## config.mk

```make
export PLATFORM = sky130hd
export DESIGN_NAME = mem_access_unit
export DESIGN_NICKNAME = d
export VERILOG_FILES = /design/src/rtl/mem_access_unit.sv
export SDC_FILE = /design/constraint.sdc
export NUM_CORES = 1
export LEC_CHECK = 0
export ABC_AREA = 1
export CAP_MARGIN = 20
export CORE_MARGIN = 2
export CORE_UTILIZATION = 30
export DETAILED_ROUTE_END_ITERATION = 6
export DONT_BUFFER_PORTS = 1
export PLACE_DENSITY = 0.41
export SLEW_MARGIN = 20
export SYNTH_ARGS = -nofsm -noshare
export SYNTH_HDL_FRONTEND = slang
export SYNTH_SLANG_ARGS = --single-unit
```

## constraint.sdc

```tcl
create_clock -name clk -period 1.8 [get_ports clk]
set_input_delay 0.18 -clock clk [delete_from_list [all_inputs] [get_ports clk]]
set_output_delay 0.18 -clock clk [all_outputs]
set_load 0.1 [all_outputs]
```

## src/rtl/mem_access_unit.sv

```systemverilog
// mem_access_unit: load/store unit between the MEM stage and a word-addressed data memory.
// Handles byte/half/word accesses at byte addresses, read-modify-write for sub-word stores,
// sign/zero extension for loads, and reports misaligned/illegal/out-of-range requests
// without touching memory.
module mem_access_unit #(
  parameter int unsigned ADDR_W = 11
) (
  input  logic              clk,
  input  logic              rst_n,
  input  logic              req_valid,
  output logic              req_ready,
  input  logic              req_write,
  input  logic [1:0]        req_size,
  input  logic              req_signed,
  input  logic [31:0]       req_addr,
  input  logic [31:0]       req_wdata,
  output logic              rsp_valid,
  output logic [31:0]       rsp_rdata,
  output logic              rsp_error,
  output logic [ADDR_W-1:0] mem_addr,
  output logic [31:0]       mem_wdata,
  output logic              mem_write,
  output logic              mem_read,
  input  logic [31:0]       mem_rdata
);

  typedef enum logic [2:0] {
    StIdle,
    StLoad,
    StStore,
    StRmwRd,
    StRmwWr,
    StResp
  } state_e;

  localparam logic [1:0] SizeByte = 2'b00;
  localparam logic [1:0] SizeHalf = 2'b01;
  localparam logic [1:0] SizeWord = 2'b10;
  localparam logic [1:0] SizeBad  = 2'b11;

  state_e              state_q, state_d;
  logic [ADDR_W-1:0]   addr_q, addr_d;
  logic [1:0]          lane_q, lane_d;
  logic [1:0]          size_q, size_d;
  logic                signed_q, signed_d;
  logic [31:0]         wdata_q, wdata_d;
  logic [31:0]         merge_q, merge_d;
  logic [31:0]         rdata_q, rdata_d;
  logic                error_q, error_d;
  logic                rsp_valid_q, rsp_valid_d;

  logic                req_err;
  logic [7:0]          rd_byte;
  logic [15:0]         rd_half;
  logic [31:0]         load_ext;
  logic [31:0]         merged;

  // Classify the incoming request: any alignment, size or range violation is an error.
  always_comb begin
    req_err = 1'b0;
    if (req_size == SizeBad)                              req_err = 1'b1;
    if ((req_size == SizeHalf) && req_addr[0])            req_err = 1'b1;
    if ((req_size == SizeWord) && (req_addr[1:0] != 2'b00)) req_err = 1'b1;
    // Address bits above the byte range of the memory must be zero.
    if ((req_addr >> (ADDR_W + 2)) != 32'd0)              req_err = 1'b1;
  end

  // Extract the addressed lane of the read word and extend it to 32 bits.
  always_comb begin
    rd_byte = mem_rdata[7:0];
    unique case (lane_q)
      2'd0: rd_byte = mem_rdata[7:0];
      2'd1: rd_byte = mem_rdata[15:8];
      2'd2: rd_byte = mem_rdata[23:16];
      2'd3: rd_byte = mem_rdata[31:24];
      default: rd_byte = mem_rdata[7:0];
    endcase
    rd_half = lane_q[1] ? mem_rdata[31:16] : mem_rdata[15:0];
    unique case (size_q)
      SizeByte: load_ext = {{24{signed_q & rd_byte[7]}}, rd_byte};
      SizeHalf: load_ext = {{16{signed_q & rd_half[15]}}, rd_half};
      default:  load_ext = mem_rdata;
    endcase
  end

  // Replace the target lane of the read word with the right-aligned store data.
  always_comb begin
    merged = mem_rdata;
    if (size_q == SizeByte) begin
      unique case (lane_q)
        2'd0: merged[7:0]   = wdata_q[7:0];
        2'd1: merged[15:8]  = wdata_q[7:0];
        2'd2: merged[23:16] = wdata_q[7:0];
        2'd3: merged[31:24] = wdata_q[7:0];
        default: merged[7:0] = wdata_q[7:0];
      endcase
    end else if (lane_q[1]) begin
      merged[31:16] = wdata_q[15:0];
    end else begin
      merged[15:0] = wdata_q[15:0];
    end
  end

  // Next-state logic: sequence one transaction per handshake.
  always_comb begin
    state_d     = state_q;
    addr_d      = addr_q;
    lane_d      = lane_q;
    size_d      = size_q;
    signed_d    = signed_q;
    wdata_d     = wdata_q;
    merge_d     = merge_q;
    rdata_d     = rdata_q;
    error_d     = error_q;
    rsp_valid_d = 1'b0;
    unique case (state_q)
      StIdle: begin
        if (req_valid) begin
          addr_d   = req_addr[ADDR_W+1:2];
          lane_d   = req_addr[1:0];
          size_d   = req_size;
          signed_d = req_signed;
          wdata_d  = req_wdata;
          rdata_d  = 32'd0;
          error_d  = 1'b0;
          if (req_err) begin
            error_d     = 1'b1;
            rsp_valid_d = 1'b1;
            state_d     = StResp;
          end else if (!req_write) begin
            state_d = StLoad;
          end else if (req_size == SizeWord) begin
            state_d = StStore;
          end else begin
            state_d = StRmwRd;
          end
        end
      end
      StLoad: begin
        rdata_d     = load_ext;
        rsp_valid_d = 1'b1;
        state_d     = StResp;
      end
      StStore: begin
        rsp_valid_d = 1'b1;
        state_d     = StResp;
      end
      StRmwRd: begin
        merge_d = merged;
        state_d = StRmwWr;
      end
      StRmwWr: begin
        rsp_valid_d = 1'b1;
        state_d     = StResp;
      end
      StResp: begin
        // Response fields are only meaningful during the pulse; clear them afterwards.
        rdata_d = 32'd0;
        error_d = 1'b0;
        state_d = StIdle;
      end
      default: state_d = StIdle;
    endcase
  end

  // State and latched request registers; reset aborts any transaction in flight.
  always_ff @(posedge clk or negedge rst_n) begin
    if (!rst_n) begin
      state_q     <= StIdle;
      addr_q      <= '0;
      lane_q      <= 2'd0;
      size_q      <= 2'd0;
      signed_q    <= 1'b0;
      wdata_q     <= 32'd0;
      merge_q     <= 32'd0;
      rdata_q     <= 32'd0;
      error_q     <= 1'b0;
      rsp_valid_q <= 1'b0;
    end else begin
      state_q     <= state_d;
      addr_q      <= addr_d;
      lane_q      <= lane_d;
      size_q      <= size_d;
      signed_q    <= signed_d;
      wdata_q     <= wdata_d;
      merge_q     <= merge_d;
      rdata_q     <= rdata_d;
      error_q     <= error_d;
      rsp_valid_q <= rsp_valid_d;
    end
  end

  // Memory strobes decode straight from state so reset drops them immediately.
  always_comb begin
    req_ready = (state_q == StIdle);
    mem_read  = (state_q == StLoad) || (state_q == StRmwRd);
    mem_write = (state_q == StStore) || (state_q == StRmwWr);
    mem_addr  = addr_q;
    mem_wdata = 32'd0;
    if (state_q == StStore) mem_wdata = wdata_q;
    if (state_q == StRmwWr) mem_wdata = merge_q;
    rsp_valid = rsp_valid_q;
    rsp_rdata = rdata_q;
    rsp_error = error_q;
  end

endmodule
```

== After elaboration in Yosys (flattened, before gate mapping) ==
Cells that the tools add are included.

* Input port bits: 103
* Output and inout bits: 80
* Logic and storage cells: 68
* Bits in registers: 117

* Reductions and logical operators: 15
* Equal/unequal tests: 13
* Bitwise logic cells: 2
* Mux-type cells: 28

{| class="wikitable"
|+ Operators with widths
! cell !! count
|-
| $mux W32 || 4
|-
| $pmux W32 S3 || 1
|-
| $pmux W32 S2 || 1
|-
| $mux W16 || 3
|-
| $mux W8 || 4
|-
| $pmux W8 S4 || 1
|-
| $reduce_bool A32 Y1 || 1
|-
| $pmux W3 S3 || 1
|-
| $eq A2 B2 Y1 const B || 4
|-
| $mux W1 || 8
|-
| $eq A2 B1 Y1 const B || 3
|-
| $eq A3 B2 Y1 const B || 2
|-
| $eq A3 B3 Y1 const B || 2
|-
| $mux W3 || 2
|-
| $reduce_and A2 Y1 || 3
|-
| $logic_not A2 Y1 || 2
|-
| $pmux W1 S2 || 2
|-
| $reduce_bool A2 Y1 || 2
|-
| $eq A3 B1 Y1 const B || 1
|-
| $logic_not A3 Y1 || 1
|-
| $reduce_bool A3 Y1 || 1
|-
| $reduce_or A3 Y1 || 1
|-
| $and A1 B1 Y1 || 2
|-
| $logic_and A1 B1 Y1 || 2
|-
| 3 further kinds || 4
|}

== Depth between registers and ports, before layout ==
Gate-level depths: netlist of the first run.

* Depth after elaboration: 8
* Depth in mapped cells: 10

== Worst setup path before layout of the first run ==
OpenSTA, ideal clock, no wires.

* Kind: flip-flop to output port
* Start: register state_q[2]
* End: output mem_wdata[2]
* Setup slack: -1.565 ns
* Arrival: 3.185 ns
* Stages on the path, launching flop included: 5
* Path through: dfrtp_1 nor3_1 inv_1 clkbuf_1 o21ai_0

* Word-level cells in the longest chain between the ends: 3
* Elaborated cells on any way between the ends: 4
* Classes of those cells: eq/ne: 2; mux: 2

{| class="wikitable"
|+ Ends and longest elaborated chain
! element !! line !! RTL
|-
| from (decl) || 41 || <nowiki>state_e state_q, state_d;</nowiki>
|-
| from (signal assigned) || 169 || <nowiki>state_q <= StIdle;</nowiki>
|-
| from (signal assigned) || 180 || <nowiki>state_q <= state_d;</nowiki>
|-
| $eq A3 B2 Y1 || 200 || <nowiki>if (state_q == StStore) mem_wdata = wdata_q;</nowiki>
|-
| $mux W32 || 200 ||
|-
| $mux W32 * || 201 || <nowiki>if (state_q == StRmwWr) mem_wdata = merge_q;</nowiki>
|-
| to (decl) || 21 || <nowiki>output logic [31:0] mem_wdata,</nowiki>
|}

Mark *: on every way between the ends. The rest lies on a longest branch, timed or not.

== Worst setup path after layout of the first run ==
* Start: register state_q[1]
* End: output mem_wdata[3]

The elaborated chain is that of the path after synthesis.

==> results of run 1 <==
[cells in the final DEF (no fill, tap or decap), types with 4 or more instances in the layout]
| master | n |
|---|---|
| a21oi_1 | 80 |
| buf_4 | 79 |
| dfrtp_1 | 115 |
| nor2_1 | 46 |
| a211oi_1 | 4 |
| o22ai_1 | 7 |
| o2111ai_1 | 7 |
| nand3_1 | 5 |
| o21ai_4 | 18 |
| o22ai_4 | 7 |
| clkinv_2 | 4 |
| a31oi_1 | 11 |
| o211ai_1 | 4 |
| a22o_4 | 4 |
| nand2_2 | 12 |
| inv_2 | 9 |
| o21ai_0 | 125 |
| buf_12 | 40 |
| buf_6 | 4 |
| inv_1 | 67 |
| clkbuf_8 | 4 |
| nand2_1 | 247 |
| clkbuf_16 | 21 |
| nand2_4 | 6 |
| dlygate4sd3_1 | 60 |
[cell usage after synthesis, types with 2 or more instances]
cell type / number
nand2_1: 264
o211ai_1: 4
inv_1: 72
clkbuf_1: 25
o221ai_1: 2
a31oi_1: 11
a22o_1: 7
o21ai_0: 146
o2111ai_1: 7
buf_2: 18
buf_4: 4
o22ai_1: 14
nor3_1: 3
nand3_1: 5
nor2_1: 50
a211oi_1: 4
a21oi_1: 80
clkinv_1: 2
inv_2: 4
dfrtp_1: 117
[per-stage QoR]
step           instances  power, µW  setup TNS [ps]  setup WS, ps
6_report            1290      21500           -4066        -170.9
5_1_grt             1290      22560           -5627        -211.3
4_1_cts             1283      21420           -3980        -161.3
3_5_place_dp        1186      17460               0         108.9
3_3_place_gp        1186      17380               0         104.2
2_1_floorplan        851      13310          -45040        -481.5
[routing by layer]
metal / routed length [µm] / GRT usage
met1: 11230 / 0.2960
met2: 12140 / 0.3762
met3: 1319 / 0.04571
met4: 544 / 0.07476
met5: 0 / 0
[logic make-up after synthesis]
| logic type | Yosys count | share of synthesized area |
|---|---|---|
| flip-flops | 117 | 0.4689 |
| buffers and inverters | 128 | 0.08437 |
| AND/OR/NAND/NOR | 328 | 0.2044 |
| AO/OA/AOI/OAI | 278 | 0.2423 |
[flip-flops by register name, summed over array words and instances, names as in the netlist]
name	count
merge_q	32
rsp_rdata	32
wdata_q	32
mem_addr	11
state_q	3
lane_q	2
size_q	2
rsp_error	1
rsp_valid	1
signed_q	1
[what timing repair did]
item	4_1_cts	5_1_grt
gates resized for setup	30	34
gates cloned	1	4
endpoints found under the hold margin	176	117
buffers inserted	5	3
pin swaps	4	4
endpoints found under the setup margin	33	55
[worst max path at each step]
stage	end	slack, ps	depth (start not counted)
2_1_floorplan	mem_wdata[31]	-480	5
3_3_place_gp	rsp_rdata[10]	100	8
3_5_place_dp	rsp_rdata[10]	110	8
4_1_cts	mem_wdata[3]	-160	7
5_1_grt	mem_wdata[3]	-210	7
6_report	mem_wdata[3]	-170	7
[cell type report]
| class | instances | area [µm²] | share of cell area |
|---|---|---|---|
| clock inverters | 9 | 125.1 | 0.01309 |
| inverters | 78 | 297.8 | 0.03115 |
| flip-flops and latches | 117 | 2930 | 0.3065 |
| well taps | 270 | 337.8 | 0.03534 |
| repair buffers | 188 | 2155 | 0.2254 |
| multi-input cells | 606 | 3231 | 0.3379 |
| clock buffers | 22 | 484.2 | 0.05065 |
[power groups by stage]
| stage | clock network, µW | registers, µW | logic, µW |
|---|---|---|---|
| global placement | 0 | 3940 | 13400 |
| finish | 3560 | 3980 | 14000 |
| floorplan | 0 | 6280 | 7030 |
| CTS | 3620 | 3940 | 13900 |
| detailed placement | 0 | 3960 | 13500 |
| global route | 3750 | 4070 | 14700 |
==> out/results.ini, run 1 <==
[status]
outcome = finished, violations left
violations = hold timing, setup timing

[setup_path]
cp_max_fo = 12
reg2reg_from = state_q[2]
path_cells = inv_2, nand2_4, nor2_4, inv_2, buf_12, o22ai_4, buf_12
worstRegToRegCells = 7
rrSetupSlack_ps = 100
cp-end-kind = output pin
critPathTopFamily = buffers and inverters
critPathSlowestCell = dfrtp_1
cp_data_required_time_ps = 1620
crit_type = register to output pin
cp_num_buf_inv = 4
arrival_ps = 1790
worstSetupStartpointType = register
crit_path_start = state_q[1]
cp_slowest_stage_delay_ps = 400
r2r-end = rsp_rdata[26]

[drt]
drt.antenna.violating_nets = 0
drt_pass1_iterations = 5
via_count = 6491
route.final.wire_length_um = 25230
via_per_inst = 5.032
drt_iter0_drc = 446
wl_per_cell_um = 19.56
route.detailed.drc = 0

[power]
peakVddDrop_v = 0.001359
p_sw_frac = 0.5415
combPwrFrac = 0.649
power.density_nw_per_um2 = 2249
p_leak_uw = 0.004522
p_int_uw = 9857
power_frac_seq = 0.185
pwr-share-clk = 0.165
power.switching_uw = 11640

[cts]
hold_buffers = 60
htreeDepth = 4
cts.sinks = 117
clk_pin_slew_ps = 60
clock-root-buffer = clkbuf_16
clockBufferDepth = 2
clock_latency_ps = 420
cts_buffers = 17
cts_tree = yes

[synthesis]
yosysWarnings = 0
synthFlopType = dfrtp_1
synthCells = 851
synth_area_um2 = 6243
avgSynthCellArea_um2 = 7.337
ys_seq_elements = 117
synth_top_area_cell = dfrtp_1
synth_enable_flop_cells = 0
yosysSeqAreaShare = 0.4689
yosys-top-cells-area = dfrtp_1, nand2_1, o21ai_0, a21oi_1, inv_1
synth_top_area_frac = 0.4689
async_flop_share = 1.000
synth_nets = 954
yosysUniqueCellTypes = 32

[die]
initial_core_util = 0.3076
num_rows = 52
die_h_um = 148.3
core_um2 = 20300
dieArea_um2 = 21980
die_x_um = 148.3
ioPinCount = 183

[sta]
setup_slack_ps = -170.9
timing.hold.ws_ps = -544.0
hold_viol_final = 117
fin_crit_sh = 1.095
relSlewSlack = 0.5711
tightest_slew_ps = 642.4
fmax_mhz = 507.4
skew_ps = 9.728
rsz0062_at_grt = true
slew_violations = 0
min_period_ps = 1971
finalSetupViolCount = 33

[placement]
dp_hpwl_um = 17800
place_congestion = 0.8778
placed_cell_area_um2 = 7949
io_buffers = 0

[layout]
drive_gt1_frac = 0.2255
antenna_cells = 0
stdcell_area_um2 = 9560
syn_to_final_growth_pct = 53.13
nFillCells = 2037
fin_nets = 1111
post-route-util = 0.4710

[global_routing]
grt_antenna_before_repair = 0
grt_max_degree = 118
track_usage = 0.2262
grt_pass1_wl_um = 37950
grt_pass1_vias = 6491
grt_overflow_total = 0

[worst_hold_path]
min_path_type = input port to asynchronous set/reset pin

[job]
drv_cap = 0

Power figures use the tool's default switching activity.
==> run 2, diff against run 1 <==
- CTS_BUF_LIST: unset -> sky130_fd_sc_hd__clkbuf_8
- PLACE_DENSITY: 0.41 -> 0.42
- clock period: 1.8 -> 1.7 ns (I/O delays scaled with it)
==> out/results.ini, run 2 (synthesis gave the netlist of run 1 again) <==
[setup_path]
cp-end-kind = output pin  ; unchanged
crit_end = mem_wdata[0]  ; was mem_wdata[3]
cp_num_buf_inv = 5  ; was 4
crit_type = register to output pin  ; unchanged
path_depth = 7  ; unchanged
cp_slowest_stage_delay_ps = 380  ; was 400 ps
crit_path_start = state_q[1]  ; unchanged
crit_top_cell = buf_12
rrSetupSlack_ps = 90  ; was 100 ps
critPathTopFamily = buffers and inverters  ; unchanged
cp_max_fo = 6  ; was 12
worstRegToRegCells = 9  ; was 7
r2r-end = merge_q[23]  ; was rsp_rdata[26]
arrival_ps = 1830  ; was 1790 ps
worstSetupStartpointType = register  ; unchanged
path_cells = inv_2, nor3_4, buf_6, inv_6, buf_12, o21ai_4, buf_12  ; was inv_2, nand2_4, nor2_4, inv_2, buf_12, o22ai_4, buf_12
cp_data_required_time_ps = 1530  ; was 1620 ps
critPathSlowestCell = dfrtp_1  ; unchanged
reg2reg_from = state_q[0]  ; was state_q[2]

[cts]
clock-root-buffer = clkbuf_8  ; was clkbuf_16
hold_buffers = 83  ; was 60
clockBufferDepth = 2  ; unchanged
cts.sinks = 117  ; unchanged
clk_pin_slew_ps = 80  ; was 60 ps
htreeDepth = 4  ; unchanged
clock_latency_ps = 450  ; was 420 ps
cts_tree = yes  ; unchanged
cts_buffers = 17  ; unchanged

[layout]
multiInputGateArea_um2 = 3303  ; was 3231 µm²
post-route-util = 0.4818  ; was 0.4710
antenna_cells = 0  ; unchanged
syn_to_final_growth_pct = 56.63  ; was 53.13%
stdcell_count = 1314  ; was 1,290
nFillCells = 1981  ; was 2,037
layout_common_cells = nand2_1, o21ai_0, dfrtp_1  ; unchanged
drive_gt1_frac = 0.2232  ; was 0.2255
regArea_um2 = 2929  ; was 2930 µm²
fin_nets = 1134  ; was 1,111
stdcell_area_um2 = 9779  ; was 9560 µm²
layout.cells.most_common = nand2_1  ; unchanged

[global_routing]
grt_antenna_before_repair = 0  ; unchanged
track_usage = 0.2282  ; was 0.2262
grt_pass1_wl_um = 38500  ; was 37,950 µm
grt_pass1_vias = 6706  ; was 6,491
grt_overflow_total = 0  ; unchanged
grt_max_degree = 118  ; unchanged

[status]
outcome = finished, violations left  ; unchanged
violations = hold timing, setup timing  ; unchanged

[sta]
setup_slack_ps = -302.5  ; was -170.9 ps
timing.hold.ws_ps = -584.8  ; was -544.0 ps
tightest_slew_ps = 428.4  ; was 642.4 ps
slew_violations = 0  ; unchanged
hold_viol_final = 117  ; unchanged
rsz0062_at_grt = true  ; unchanged
fin_crit_sh = 1.178
relSlewSlack = 0.7114  ; was 0.5711
fmax_mhz = 499.4
finalSetupViolCount = 33  ; unchanged
skew_ps = 11.78  ; was 9.728 ps
min_period_ps = 2003

[drt]
drt_pass1_iterations = 5  ; unchanged
via_per_inst = 5.091  ; was 5.032
drt.antenna.violating_nets = 0  ; unchanged
drt_iter0_drc = 474  ; was 446
route.final.wire_length_um = 25260  ; was 25,230 µm
route.detailed.drc = 0  ; unchanged
via_count = 6689  ; was 6,491
wl_per_cell_um = 19.22  ; was 19.56 µm

[die]
num_rows = 52  ; unchanged
dieArea_um2 = 21980  ; unchanged
initial_core_util = 0.3076  ; unchanged
die_h_um = 148.3  ; unchanged
ioPinCount = 183  ; unchanged
core_um2 = 20300  ; unchanged
die_x_um = 148.3  ; unchanged

[power]
peakVddDrop_v = 0.001599  ; was 0.001359 V
power.density_nw_per_um2 = 2282  ; was 2249 nW/µm²
p_leak_uw = 0.004674  ; was 0.004522 µW

[placement]
dp.cells = 1189  ; was 1,186
dp_hpwl_um = 17700  ; was 17,800 µm
io_buffers = 0  ; unchanged
place_congestion = 0.8717  ; was 0.8778
placed_cell_area_um2 = 8090  ; was 7949 µm²
pre_cts_slack_ps = 2.371  ; was 108.9 ps

[worst_hold_path]
min_path_type = input port to asynchronous set/reset pin  ; unchanged

[job]
drv_cap = 0  ; unchanged

==> run 2: cell count changes in the layout (fill, tap and decap cells not counted), moves of 3 or more <==
cell | previous run | this run
dlygate4sd3_1 | 60 | 83
clkbuf_16 | 21 | 3
clkbuf_8 | 4 | 17
nand2_4 | 6 | 12
nand2_2 | 12 | 7
buf_4 | 79 | 75
a22o_2 | 3 | 0
a22o_4 | 4 | 7
bufinv_16 | 3 | 6
==> run 2: what timing repair did <==
item | 4_1_cts | 5_1_grt
endpoints found under the hold margin | 186 | 117
resized for setup | 36 | 26
buffers inserted | 4 | 1
pin swaps | 3 | 2
cloned | 2 | 3
setup endpoints to repair | 34 | 53
==> run 2: worst reg2reg max path, delay by kind of cell, from the launching register on <==
family                 cells  cell delay [ps]
AO/OA/AOI/OAI              1              140
buffers and inverters      5              660
flip-flops                 1              420
AND/OR/NAND/NOR            3              310
==> run 2: final cells by class <==
type | instances | area share
clock buffer | 17 | 0.02393
clock inverter | 15 | 0.02418
inverter | 78 | 0.03096
multi-input combinational | 606 | 0.3378
sequential | 117 | 0.2995
tap | 270 | 0.03454
timing repair buffer | 211 | 0.2491
==> run 2: per-layer routing <==
metal  GRT usage  share of wire  vias up
met2      0.3736           0.48      237
li1            -              -     3184
met5           0              0        -
met4     0.08286          0.027        0
met1      0.2969           0.44     3226
met3     0.05184          0.056       42
==> run 2: power by group <==
group	leakage [µW]	internal, µW	switching (µW)
combinational	0.00306	4510	10500
clock	0.000242	1880	1230
sequential	0.00137	3600	642
total	0.00467	9990	12300
==> run 2: worst min path at each step <==
stage                     startpoint          end  cells after the start
after global routing           rst_n  mem_addr[1]                      0
after global placement         rst_n  mem_addr[1]                      0
after floorplan                rst_n    lane_q[0]                      0
after detailed placement       rst_n  mem_addr[1]                      0
final                          rst_n  mem_addr[0]                      0
after CTS                      rst_n  mem_addr[1]                      0
==> run 2: through the flow <==
step	total power (µW)	setup TNS (ps)
finish	22310	-8255
global route	23460	-10250
CTS	22350	-9702
detailed placement	18790	0
global placement	18690	0
floorplan	14460	-6092
==> run 3, diff against run 2 <==
- REMOVE_ABC_BUFFERS: unset -> 1
==> out/results.ini, run 3 (synthesis gave the netlist of run 1 again) <==
[status]
outcome = finished, violations left  ; unchanged
violations = hold timing, setup timing  ; unchanged

[drt]
wl_per_cell_um = 18.65  ; was 19.22 µm
route.detailed.drc = 0  ; unchanged
via_per_inst = 4.993  ; was 5.091
drt_pass1_iterations = 6  ; was 5
drt.antenna.violating_nets = 0  ; unchanged
route.final.wire_length_um = 24280  ; was 25,260 µm
drt_iter0_drc = 517  ; was 474
via_count = 6501  ; was 6,689

[cts]
clock_latency_ps = 440  ; was 450 ps
htreeDepth = 4  ; unchanged
clock-root-buffer = clkbuf_8  ; unchanged
cts_tree = yes  ; unchanged
cts.sinks = 117  ; unchanged
cts_buffers = 17  ; unchanged
hold_buffers = 65  ; was 83
clk_pin_slew_ps = 70  ; was 80 ps
clockBufferDepth = 2  ; unchanged

[layout]
stdcell_area_um2 = 9459  ; was 9779 µm²
fin_nets = 1122  ; was 1,134
layout.cells.most_common = nand2_1  ; unchanged
syn_to_final_growth_pct = 51.50  ; was 56.63%
post-route-util = 0.4660  ; was 0.4818
stdcell_count = 1302  ; was 1,314
antenna_cells = 0  ; unchanged
drive_gt1_frac = 0.2180  ; was 0.2232
layout_common_cells = nand2_1, o21ai_0, dfrtp_1  ; unchanged

[sta]
skew_ps = 8.879  ; was 11.78 ps
fin_crit_sh = 1.178  ; about the same
slew_violations = 0  ; unchanged
hold_viol_final = 117  ; unchanged
fmax_mhz = 499.5  ; was 499.4 MHz
timing.hold.ws_ps = -585.7  ; was -584.8 ps
finalSetupViolCount = 35  ; was 33
rsz0062_at_grt = true  ; unchanged
relSlewSlack = 0.6950  ; was 0.7114
min_period_ps = 2002  ; was 2003 ps
setup_slack_ps = -302.0  ; was -302.5 ps
tightest_slew_ps = 457.0  ; was 428.4 ps

[setup_path]
path_cells = inv_2, nand2_4, nor2_4, inv_4, buf_12, o22ai_4, buf_12  ; was inv_2, nor3_4, buf_6, inv_6, buf_12, o21ai_4, buf_12
worstSetupStartpointType = register  ; unchanged
reg2reg_from = state_q[0]  ; unchanged
cp_slowest_stage_delay_ps = 420  ; was 380 ps
crit_type = register to output pin  ; unchanged
cp-end-kind = output pin  ; unchanged
cp_max_fo = 8  ; was 6
critPathSlowestCell = dfrtp_1  ; unchanged
arrival_ps = 1830  ; about the same
rrSetupSlack_ps = -10  ; was 90 ps
r2r-end = merge_q[6]  ; was merge_q[23]
crit_top_cell = buf_12  ; unchanged
cp_data_required_time_ps = 1530  ; about the same
worstRegToRegCells = 8  ; was 9

[power]
combPwrFrac = 0.683  ; was 0.670
p_sw_frac = 0.5555  ; was 0.5523
pwr-share-clk = 0.129  ; was 0.139
p_leak_uw = 0.004447  ; was 0.004674 µW
p_total_uw = 22110  ; was 22,310 µW
power.density_nw_per_um2 = 2337  ; was 2282 nW/µm²
power_frac_seq = 0.188  ; was 0.190
power.switching_uw = 12280  ; was 12,320 µW
peakVddDrop_v = 0.001502  ; was 0.001599 V
p_int_uw = 9825  ; was 9991 µW

[global_routing]
grt_max_degree = 118  ; unchanged
grt_antenna_before_repair = 0  ; unchanged
grt_overflow_total = 0  ; unchanged
track_usage = 0.2166  ; was 0.2282
grt_pass1_wl_um = 36740  ; was 38,500 µm
grt_pass1_vias = 6326  ; was 6,706

[job]
drv_cap = 0  ; unchanged

[die]
ioPinCount = 183  ; unchanged
die_x_um = 148.3  ; unchanged
die_h_um = 148.3  ; unchanged
dieArea_um2 = 21980  ; unchanged
core_um2 = 20300  ; unchanged
num_rows = 52  ; unchanged
initial_core_util = 0.3076  ; unchanged

[worst_hold_path]
min_path_type = input port to asynchronous set/reset pin  ; unchanged

[placement]
place_congestion = 0.8689  ; was 0.8717
dp_hpwl_um = 16020  ; was 17,700 µm
placed_cell_area_um2 = 7893  ; was 8090 µm²
dp.cells = 1193  ; was 1,189
io_buffers = 0  ; unchanged

[run 3: worst max path at each step]
| stage | from | to | slack [ps] | cells after the start |
|---|---|---|---|---|
| after floorplan | state_q[0] | rsp_error | -2750 | 8 |
| after global placement | state_q[2] | mem_wdata[2] | -40 | 5 |
| after detailed placement | state_q[2] | mem_wdata[4] | -10 | 5 |
| after CTS | state_q[1] | mem_wdata[2] | -330 | 6 |
| after global routing | state_q[0] | mem_wdata[3] | -390 | 7 |
| final | state_q[0] | mem_wdata[3] | -300 | 7 |
[run 3: worst max-delay path: cells and delay by family (launching register included)]
kind | cells | cell delay, ps
AO/OA/AOI/OAI | 1 | 210
buffers and inverters | 4 | 540
flip-flops | 1 | 420
AND/OR/NAND/NOR | 2 | 210
[run 3: power groups by stage]
stage / clock (µW) / combinational, µW / sequential [µW]
finish: 2850 / 15100 / 4160
global route: 3050 / 16000 / 4250
CTS: 2910 / 14700 / 4140
detailed placement: 0 / 14200 / 4170
global placement: 0 / 14100 / 4150
floorplan: 0 / 6550 / 6800
[run 3: area by class of cell]
class,instances,area (µm²)
clock buffers,18,247.7
clock inverters,14,185.2
fillers,2029,10840
multi-input cells,606,3184
inverters,78,304.0
flip-flops and latches,117,2932
repair buffers,199,2268
well taps,270,337.8
[run 3: what timing repair did]
| item | CTS | global route |
|---|---|---|
| gates resized for setup | 33 | 38 |
| buffers inserted | 1 | 7 |
| hold endpoints to repair | 185 | 117 |
| setup endpoints to repair | 33 | 70 |
| gates cloned | 0 | 4 |
| pin swaps | 5 | 7 |
[run 3: routing by layer]
layer	up-vias	part of all wire	GRT usage
li1	3159	-	-
met1	3113	0.46	0.3099
met2	214	0.46	0.3333
met3	15	0.060	0.04693
met4	0	0.011	0.05667
met5	-	0	0
[run 3: through the flow]
stage | setup TNS (ps) | setup WS (ps)
after CTS | -9615 | -325.7
after detailed placement | -36.83 | -14.28
after global placement | -183.6 | -35.01
after global routing | -13650 | -385.7
after floorplan | -274680 | -2753
final | -8518 | -302.0
